`src/rtl/run_seq_pkg.sv`:
```
`default_nettype none
// run_seq_pkg: shared state encoding, latched command record and helpers for run_sequencer.  rev 1.0
package run_seq_pkg;

   localparam int SEQ_ADDR_W = 8;

   typedef enum logic [2:0] {
      IDLE   = 3'd0,
      LOAD   = 3'd1,
      START  = 3'd2,
      RUN    = 3'd3,
      READ   = 3'd4,
      FINISH = 3'd5
   } state_e;

   typedef struct packed {
      logic [SEQ_ADDR_W-1:0] ld_base;
      logic [SEQ_ADDR_W:0]   ld_len;
      logic [SEQ_ADDR_W-1:0] rd_base;
      logic [SEQ_ADDR_W:0]   rd_len;
   } cmd_t;

   function automatic logic len_nonzero(input logic [SEQ_ADDR_W:0] len);
      return len != '0;
   endfunction

endpackage
`default_nettype wire

```
`src/rtl/run_sequencer_beat_counter.sv`:
```
`default_nettype none
// beat_counter: base+index address generator with last-beat flag, shared by the LOAD and READ windows.  rev 1.0
module beat_counter #(
   parameter int ADDR_W = 8
) (
   input  logic              clk,
   input  logic              reset,
   input  logic              clear,
   input  logic              advance,
   input  logic [ADDR_W-1:0] base,
   input  logic [ADDR_W:0]   len,
   output logic [ADDR_W-1:0] addr,
   output logic              last
);

   localparam logic [ADDR_W:0] IDX_ONE = (ADDR_W+1)'(1);

   logic [ADDR_W:0] idx;

   always_ff @(posedge clk or negedge reset) begin
      if (!reset) begin
         idx <= '0;
      end else if (clear) begin
         idx <= '0;
      end else if (advance) begin
         idx <= idx + IDX_ONE;
      end
   end

   // Index is one wider than the address so a full 256-word window can match len.
   assign addr = base + idx[ADDR_W-1:0];
   assign last = (idx + IDX_ONE) == len;

endmodule
`default_nettype wire

```
`src/rtl/run_sequencer.sv`:
```
`default_nettype none
// run_sequencer: preloads data_mem, starts the core, times its run, then streams a data_mem window back.  rev 1.0
module run_sequencer
   import run_seq_pkg::*;
#(
   parameter int ADDR_W  = SEQ_ADDR_W,
   parameter int DATA_W  = 8,
   parameter int CNT_W   = 16,
   parameter int TIMEOUT = 50000
) (
   input  logic              clk,
   input  logic              reset,
   input  logic              cmd_valid,
   output logic              cmd_ready,
   input  logic [ADDR_W-1:0] cmd_ld_base,
   input  logic [ADDR_W:0]   cmd_ld_len,
   input  logic [ADDR_W-1:0] cmd_rd_base,
   input  logic [ADDR_W:0]   cmd_rd_len,
   input  logic              ld_valid,
   output logic              ld_ready,
   input  logic [DATA_W-1:0] ld_data,
   output logic              rs_valid,
   input  logic              rs_ready,
   output logic [DATA_W-1:0] rs_data,
   output logic              rs_last,
   output logic              mem_own,
   output logic              mem_wen,
   output logic [ADDR_W-1:0] mem_addr,
   output logic [DATA_W-1:0] mem_wdata,
   input  logic [DATA_W-1:0] mem_rdata,
   output logic              dut_start,
   input  logic              dut_done,
   output logic              busy,
   output logic              run_done,
   output logic              timeout_err,
   output logic [CNT_W-1:0]  cycle_count
);

   localparam logic [CNT_W-1:0] CNT_LAST = CNT_W'(TIMEOUT - 1);
   localparam logic [CNT_W-1:0] CNT_ONE  = CNT_W'(1);

   state_e            state;
   cmd_t              cmd;
   logic              in_read;
   logic              beat_clear;
   logic              beat_fire;
   logic              beat_last;
   logic [ADDR_W-1:0] beat_addr;
   logic [ADDR_W-1:0] beat_base;
   logic [ADDR_W:0]   beat_len;
   logic [CNT_W-1:0]  cnt_next;

   assign in_read    = (state == READ);
   assign beat_clear = !((state == LOAD) || in_read);
   assign beat_base  = in_read ? cmd.rd_base : cmd.ld_base;
   assign beat_len   = in_read ? cmd.rd_len  : cmd.ld_len;
   assign mem_wen    = ld_ready & ld_valid;
   assign beat_fire  = mem_wen | (rs_valid & rs_ready);
   assign cnt_next   = cycle_count + CNT_ONE;

   beat_counter #(.ADDR_W(ADDR_W)) u_beat (
      .clk     (clk),
      .reset   (reset),
      .clear   (beat_clear),
      .advance (beat_fire),
      .base    (beat_base),
      .len     (beat_len),
      .addr    (beat_addr),
      .last    (beat_last)
   );

   // Gated so the data_mem port and result stream read as zero whenever they are not in use.
   assign mem_addr  = mem_own  ? beat_addr : '0;
   assign mem_wdata = mem_wen  ? ld_data   : '0;
   assign rs_data   = rs_valid ? mem_rdata : '0;
   assign rs_last   = rs_valid & beat_last;

   always_ff @(posedge clk or negedge reset) begin
      if (!reset) begin
         state       <= IDLE;
         cmd         <= '0;
         cmd_ready   <= 1'b1;
         ld_ready    <= 1'b0;
         rs_valid    <= 1'b0;
         mem_own     <= 1'b0;
         dut_start   <= 1'b0;
         busy        <= 1'b0;
         run_done    <= 1'b0;
         timeout_err <= 1'b0;
         cycle_count <= '0;
      end else begin
         dut_start <= 1'b0;
         run_done  <= 1'b0;
         case (state)
            IDLE: begin
               if (cmd_valid && cmd_ready) begin
                  cmd         <= '{ld_base: cmd_ld_base, ld_len: cmd_ld_len,
                                   rd_base: cmd_rd_base, rd_len: cmd_rd_len};
                  cycle_count <= '0;
                  timeout_err <= 1'b0;
                  cmd_ready   <= 1'b0;
                  busy        <= 1'b1;
                  if (len_nonzero(cmd_ld_len)) begin
                     state    <= LOAD;
                     ld_ready <= 1'b1;
                     mem_own  <= 1'b1;
                  end else begin
                     state     <= START;
                     dut_start <= 1'b1;
                  end
               end
            end
            LOAD: begin
               if (mem_wen && beat_last) begin
                  state     <= START;
                  ld_ready  <= 1'b0;
                  mem_own   <= 1'b0;
                  dut_start <= 1'b1;
               end
            end
            START: begin
               cycle_count <= '0;
               state       <= RUN;
            end
            RUN: begin
               cycle_count <= cnt_next;
               // done is checked before the timeout so a same-cycle done is not an error
               if (dut_done) begin
                  if (len_nonzero(cmd.rd_len)) begin
                     state    <= READ;
                     mem_own  <= 1'b1;
                     rs_valid <= 1'b1;
                  end else begin
                     state    <= FINISH;
                     run_done <= 1'b1;
                  end
               end else if (cnt_next == CNT_LAST) begin
                  timeout_err <= 1'b1;
                  state       <= FINISH;
                  run_done    <= 1'b1;
               end
            end
            READ: begin
               if (rs_valid && rs_ready && beat_last) begin
                  state    <= FINISH;
                  rs_valid <= 1'b0;
                  mem_own  <= 1'b0;
                  run_done <= 1'b1;
               end
            end
            FINISH: begin
               state     <= IDLE;
               busy      <= 1'b0;
               cmd_ready <= 1'b1;
            end
            default: begin
               state     <= IDLE;
               busy      <= 1'b0;
               cmd_ready <= 1'b1;
               ld_ready  <= 1'b0;
               rs_valid  <= 1'b0;
               mem_own   <= 1'b0;
            end
         endcase
      end
   end

endmodule
`default_nettype wire

```
`config.mk`:
```
export PLATFORM = sky130hd
export DESIGN_NAME = run_sequencer
export DESIGN_NICKNAME = d
export VERILOG_FILES = /design/src/rtl/run_seq_pkg.sv /design/src/rtl/run_sequencer_beat_counter.sv /design/src/rtl/run_sequencer.sv
export SDC_FILE = /design/constraint.sdc
export NUM_CORES = 1
export LEC_CHECK = 0
export CELL_PAD_IN_SITES_DETAIL_PLACEMENT = 1
export CELL_PAD_IN_SITES_GLOBAL_PLACEMENT = 1
export CORE_UTILIZATION = 30
export CTS_CLUSTER_DIAMETER = 200
export CTS_CLUSTER_SIZE = 16
export DETAILED_ROUTE_END_ITERATION = 6
export PLACE_DENSITY_LB_ADDON = 0.1
export REMOVE_ABC_BUFFERS = 1
export SLEW_MARGIN = 25
export SYNTH_ARGS = -nofsm -noshare
export SYNTH_HDL_FRONTEND = slang
export SYNTH_SLANG_ARGS = --single-unit
```
`constraint.sdc`:
```
create_clock -name clk -period 4.8 [get_ports clk]
set_input_delay 0.96 -clock clk [delete_from_list [all_inputs] [get_ports clk]]
set_output_delay 0.96 -clock clk [all_outputs]
set_load 0.01 [all_outputs]
```
* Yosys cells after proc, flatten, opt, wreduce, memory -nomap -nowiden
Index checks and enable logic that the tools add are counted.
** Cells by class
- Bitwise operators :: 8
- Magnitude comparators :: 0
- Div/mod/pow operators :: 0
- Multiply operators :: 0
- Mux-type cells :: 42
- Equality and inequality tests :: 17
- $add $sub $neg :: 3
- Shift-type cells :: 0
- Reduce and logical (&&, ||, !) cells :: 22
** Operators by type and width (number)
- case mux 16 bit (3 select lines) :: 1
- two-way mux 8 bit :: 4
- two-way mux 9 bit :: 3
- two-way mux 1 bit :: 18
- nonzero test 9 bit :: 2
- adder 16 x 1 -> 16 bit, second input constant :: 1
- equality test 16 bit, second input constant :: 1
- two-way mux 16 bit :: 1
- AND reduction 4 bit :: 4
- two-way mux 3 bit :: 5
- case mux 3 bit (5 select lines) :: 1
- inequality test 2 bit, second input constant :: 7
- OR reduction 4 bit :: 3
- case mux 1 bit (2 select lines) :: 5
- adder 9 x 1 -> 9 bit, second input constant :: 1
- equality test 9 bit :: 1
- adder 8 bit :: 1
- AND reduction 7 bit :: 1
- equality test 3 x 2 -> 1 bit, second input constant :: 2
- equality test 3 bit, second input constant :: 2
- case mux 1 bit (3 select lines) :: 2
- AND reduction 2 bit :: 3
- case mux 1 bit (5 select lines) :: 1
- logical AND 1 bit :: 4
- 12 further kinds :: 18
** Storage, ports and cells
- Word-level logic and storage cells :: 107
- Bits in latches :: 0
- Memories :: 0
- Bits in writable memories :: 0
- Bits of input ports :: 56
- Output and inout bits :: 50
- Memory bits (read-only) :: 0
- Register bits after elaboration :: 70

* Logic depth before layout (Yosys ltp)
- Depth in word-level cells :: 6
- Depth in mapped cells :: 15
- Gate-level depth less buffers :: 12

* Hierarchy
From an unflattened synthesis, not the netlist that was laid out.
** Second synthesis, totals
- Cell total of the unflattened synthesis :: 465
- Area total of the unflattened synthesis :: 4287.9 sq um
** By module, submodules not included
- run_sequencer :: area each 3359.5 sq um, sequential area each 1527.7 sq um, times used 1, cells each 357
- beat_counter :: area each 928.4 sq um, sequential area each 225.2 sq um, times used 1, cells each 108

* Worst setup path before layout
No wires, ideal clock.
- Path type :: reg-to-output
- Start :: register state[2]
- End :: output port mem_addr[7]
- Data arrival time :: 2.904 ns
- Data required time :: 3.840 ns
- Buffers on the path :: 3
- Path slack :: 0.936 ns
- Cell stages (with the launch flop) :: 14
- Cell sequence :: dfrtp_1 buf_4 or3b_4 buf_6 buf_1 mux2_2 ha_1 a21o_1 a21oi_1 o21ai_0 a21oi_1 o21ai_0 xnor2_1 nor2_1
** On the way
- Word-level cells in the longest chain between the ends :: 4
** RTL lines
- from (decl) :: RTL line run_sequencer.sv:42 : state_e state;
- from (signal assigned) :: RTL line run_sequencer.sv:80 : state <= IDLE;
- from (signal assigned) :: RTL line run_sequencer.sv:104 : state <= LOAD;
- from (signal assigned) :: RTL line run_sequencer.sv:108 : state <= START;
- equality test 3 bit :: RTL line run_sequencer.sv:53 : assign in_read = (state == READ);
- two-way mux 8 bit :: RTL line run_sequencer.sv:55 : assign beat_base = in_read ? cmd.rd_base : cmd.ld_base;
- adder 8 bit :: RTL line run_sequencer_beat_counter.sv:31 : assign addr = base + idx[ADDR_W-1:0];
- two-way mux 8 bit :: RTL line run_sequencer.sv:73 : assign mem_addr = mem_own ? beat_addr : '0;
- to (decl) :: RTL line run_sequencer.sv:28 : output logic [ADDR_W-1:0] mem_addr,
No other way between the ends.

* Worst setup path in the final report
- Start :: register state[1]
- End :: output port rs_last
** On the way
- Word-level cells in the longest chain between the ends :: 4
** RTL lines
- equality test 3 bit :: RTL line run_sequencer.sv:53
- two-way mux 9 bit :: RTL line run_sequencer.sv:56 : assign beat_len = in_read ? cmd.rd_len : cmd.ld_len;
- equality test 9 bit :: RTL line run_sequencer_beat_counter.sv:32 : assign last = (idx + IDX_ONE) == len;
- bitwise AND 1 bit :: RTL line run_sequencer.sv:76 : assign rs_last = rs_valid & beat_last;
- to (decl) :: RTL line run_sequencer.sv:25 : output logic rs_last,
No other way between the ends.

==> out/qor.txt <==
status: completed
clock sinks: 70
global-route wire length before repair: 19500 µm
fraction of layout cells with a size suffix above 1: 0.136
last weighted congestion value of the routability-driven placer: 0.761
Worst-Skew Late Latency: 0.34 ns
cells traversed along the worst timing path: or3b_4 -> buf_4 -> mux2i_1 -> xnor3_1 -> or4_1 -> and3b_2 -> and2_1 -> clkdlybuf4s50_1
worst slew margin relative to its limit: 0.308
DRC violation count after routing: 0
DRT Pass-1 Iters: 4
max-slew violations: 0
Initial Util: 0.313
Overall Global Routing Usage: 0.174
detailed-route wire length per cell: 16.5 µm
classification of the worst setup path: reg2out
Die Width: 120 µm
Max Root-Sink Buffers: 2
share of the synthesized area in the top cell type: 0.410
cell-internal power: 1.89 mW
slowest cell delay on critical path: 0.54 ns
leakage power total: 2.39 nW
area of the core region: 13500 µm²
number of cells after detailed placement: 696
clock network fraction of design power: 0.230
Avg Inst Size Synth: 9.87 µm²
worst hold start: cmd[31]
largest vdd supply drop: 0.000179 V
Hold Path Cell Cnt: 1
Final ANT Viol Nets: 0
number of warnings printed during yosys synthesis: 0
Fillers: 1520
most common cell in the synthesized netlist: dfrtp_1
H-Tree Depth: 3
shortest clock period the worst path allows after layout: 4.61 ns
cell type with the largest total area after synthesis: dfrtp_1
floorplan die height: 120 µm
max cap viols: 0
CP bufs+invs: 2
P per Cell Area: 506 nW/µm²
primary flip-flop cell chosen by synthesis mapping: dfrtp_1
via count of the first global-routing pass: 3824
total net switching power: 1.02 mW
First DRT Iteration DRCs: 109
number of standard cells in the layout, taps in and fillers out: 713
count of mapped cells out of synthesis: 426
Synth top cells by count: dfrtp_1, nor2_1, mux2_2
signed area change from the synthesized netlist to the final layout: 36.6%
Synth area leaders: dfrtp_1, mux2_2, nor2_1
std cell rows: 42
kind of start point of the critical path: flip-flop
launching point of the worst reg2reg path: cycle_count[0]
Period Utilization, post-route: 0.961
Place WS: 0.508 ns
Nets: 599
Final Skew: 0.00830 ns
unrepaired setup endpoints after global routing: no
pin count of the biggest net entering global routing: 40
antenna violations before repair: 0
share of synthesized area occupied by flip-flops and latches: 0.417
HPWL after DPL: 8820 µm
area used by multi-input combinational logic: 2330 µm²
Hold Fails Final Rpt: 0
number of CTS-inserted buffers: 9
Comb pwr share: 0.427
Async SR Flop Fraction: 1.00
depth of the worst register-to-register path: 8
class of the tightest hold or removal check: reg2reg
clock tree from TritonCTS: done
RR Endpoint: run_done
net switching share of the total power: 0.349
sort of element at the end of the critical path: output pin
number of synthesized register bits: 70
terminating pin of the worst hold path: cmd[31]
Hold Slack: 0.503 ns
Achievable Freq: 217 MHz
slew at the pin closest to its max-slew limit: 1.03 ns
PortBufs: 105
clock root buffer master: clkbuf_16
global route overflow: 0
relative contribution of sequential cells to total power: 0.343
total power: 2.91 mW
sum of negative setup slack: 0 ns
cts repair resizes: 0
slowest library cell on the worst path: clkdlybuf4s50_1
Top delay family on crit path: simple AND/OR/NAND/NOR gates
Worst Path Required: 3.84 ns
largest driver fanout on the critical path: 12
worst reg2reg setup slack: 1.60 ns
full die area: 14500 µm²
final setup slack of the worst path: 0.187 ns
Final setup violation count: 0
synthesized cell area: 4210 µm²
FF/Latch Area: 1750 µm²
DR vias: 3567
number of enable-type register cells in the synthesized netlist: 0
I/O pin count: 106
post-synth cell types: 57
routed vias/inst: 5.00
number of diodes: 0
worst path arrival time: 3.65 ns
clock transition time at the flip-flop clock pins of the worst setup and hold paths: 0.06 ns
wirelength, routed: 11800 µm
-- worst register-to-register path: stages (launching register included) --
cell and delay (ns):
dfrtp_1 0.45, ha_1 0.32, nand4_1 0.17, nor4_1 0.63, mux2i_1 0.26, nand3_1 0.08, a2111oi_0 0.78, nor2_1 0.15
o22ai_1 0.26
-- layout make-up --
type | count | share of cell area
multi-input cells | 325 | 0.406
flip-flops and latches | 70 | 0.305
repair buffers | 112 | 0.191
clock buffers | 11 | 0.0405
well taps | 176 | 0.0383
clock inverters | 5 | 0.0102
inverters | 14 | 0.00914
-- layout by cell type (no fill, tap or decap), drive strengths merged, types with 4 or more instances in the layout --
cell and count:
a21oi 16, a31oi 4, and2 12, and3 10, buf 8, clkbuf 11, clkdlybuf4s50 104, dfrtp 69
ha 10, inv 15, mux2 41, mux2i 11, nand2 34, nand2b 4, nand3 10, nand4 6
nor2 46, nor2b 5, nor3 10, nor4 6, o21ai 29, o31ai 4, xnor2 15, xnor3 4
xor2 11
-- logic make-up after synthesis --
family | Yosys count | share of synthesized area
AO/OA/AOI/OAI | 75 | 0.109
XOR/XNOR | 30 | 0.0756
adder cells (fa/ha/maj) | 11 | 0.0345
buffers and inverters | 31 | 0.0303
flip-flops | 70 | 0.417
multiplexers | 52 | 0.139
AND/OR/NAND/NOR | 157 | 0.195
-- routing by layer --
metal,up-vias,part of all wire,GRT usage
met5,-,0,0
met4,0,0.015,0.0579
met3,13,0.041,0.0406
met2,64,0.51,0.304
met1,1754,0.44,0.211
li1,1736,-,-
-- stage by stage --
step           area, µm²  utilization
3_5_place_dp        5450        0.405
5_1_grt             5750        0.427
6_report            5750        0.427
4_1_cts             5740        0.427
2_1_floorplan       4130            -
3_3_place_gp        5450        0.405
-- worst max path at each step --
stage | start | endpoint | slack [ns] | cells past startpoint
final | state[1] | rs_last | 0.19 | 8
after global placement | state[1] | mem_addr[7] | 0.60 | 11
after CTS | state[1] | rs_last | 0.14 | 8
after detailed placement | state[1] | rs_last | 0.51 | 8
after floorplan | cmd_valid | cycle_count[5] | -0.05 | 5
after global routing | state[1] | mem_addr[7] | 0.02 | 11
-- registers in the layout, summed over array words and instances (netlist names) --
register	cells
run_done	1
rs_valid	1
cmd_ready	1
cmd	34
u_beat.idx	9
mem_own	1
dut_start	1
timeout_err	1
busy	1
cycle_count	16
state	3
ld_ready	1
-- repair_timing --
| item | CTS | global route |
|---|---|---|
| hold buffers | 0 | 0 |
| setup endpoints to repair | 0 | 1 |
| buffers inserted | 0 | 1 |
-- power by group through the flow --
| stage | clock network (mW) | logic (mW) | registers (mW) |
|---|---|---|---|
| CTS | 0.684 | 1.27 | 1.00 |
| global placement | 0 | 1.22 | 1.01 |
| floorplan | 0 | 0.861 | 0.968 |
| global route | 0.711 | 1.38 | 1.04 |
| finish | 0.667 | 1.24 | 0.998 |
| detailed placement | 0 | 1.26 | 1.01 |
(Power assumes the default switching activity.)
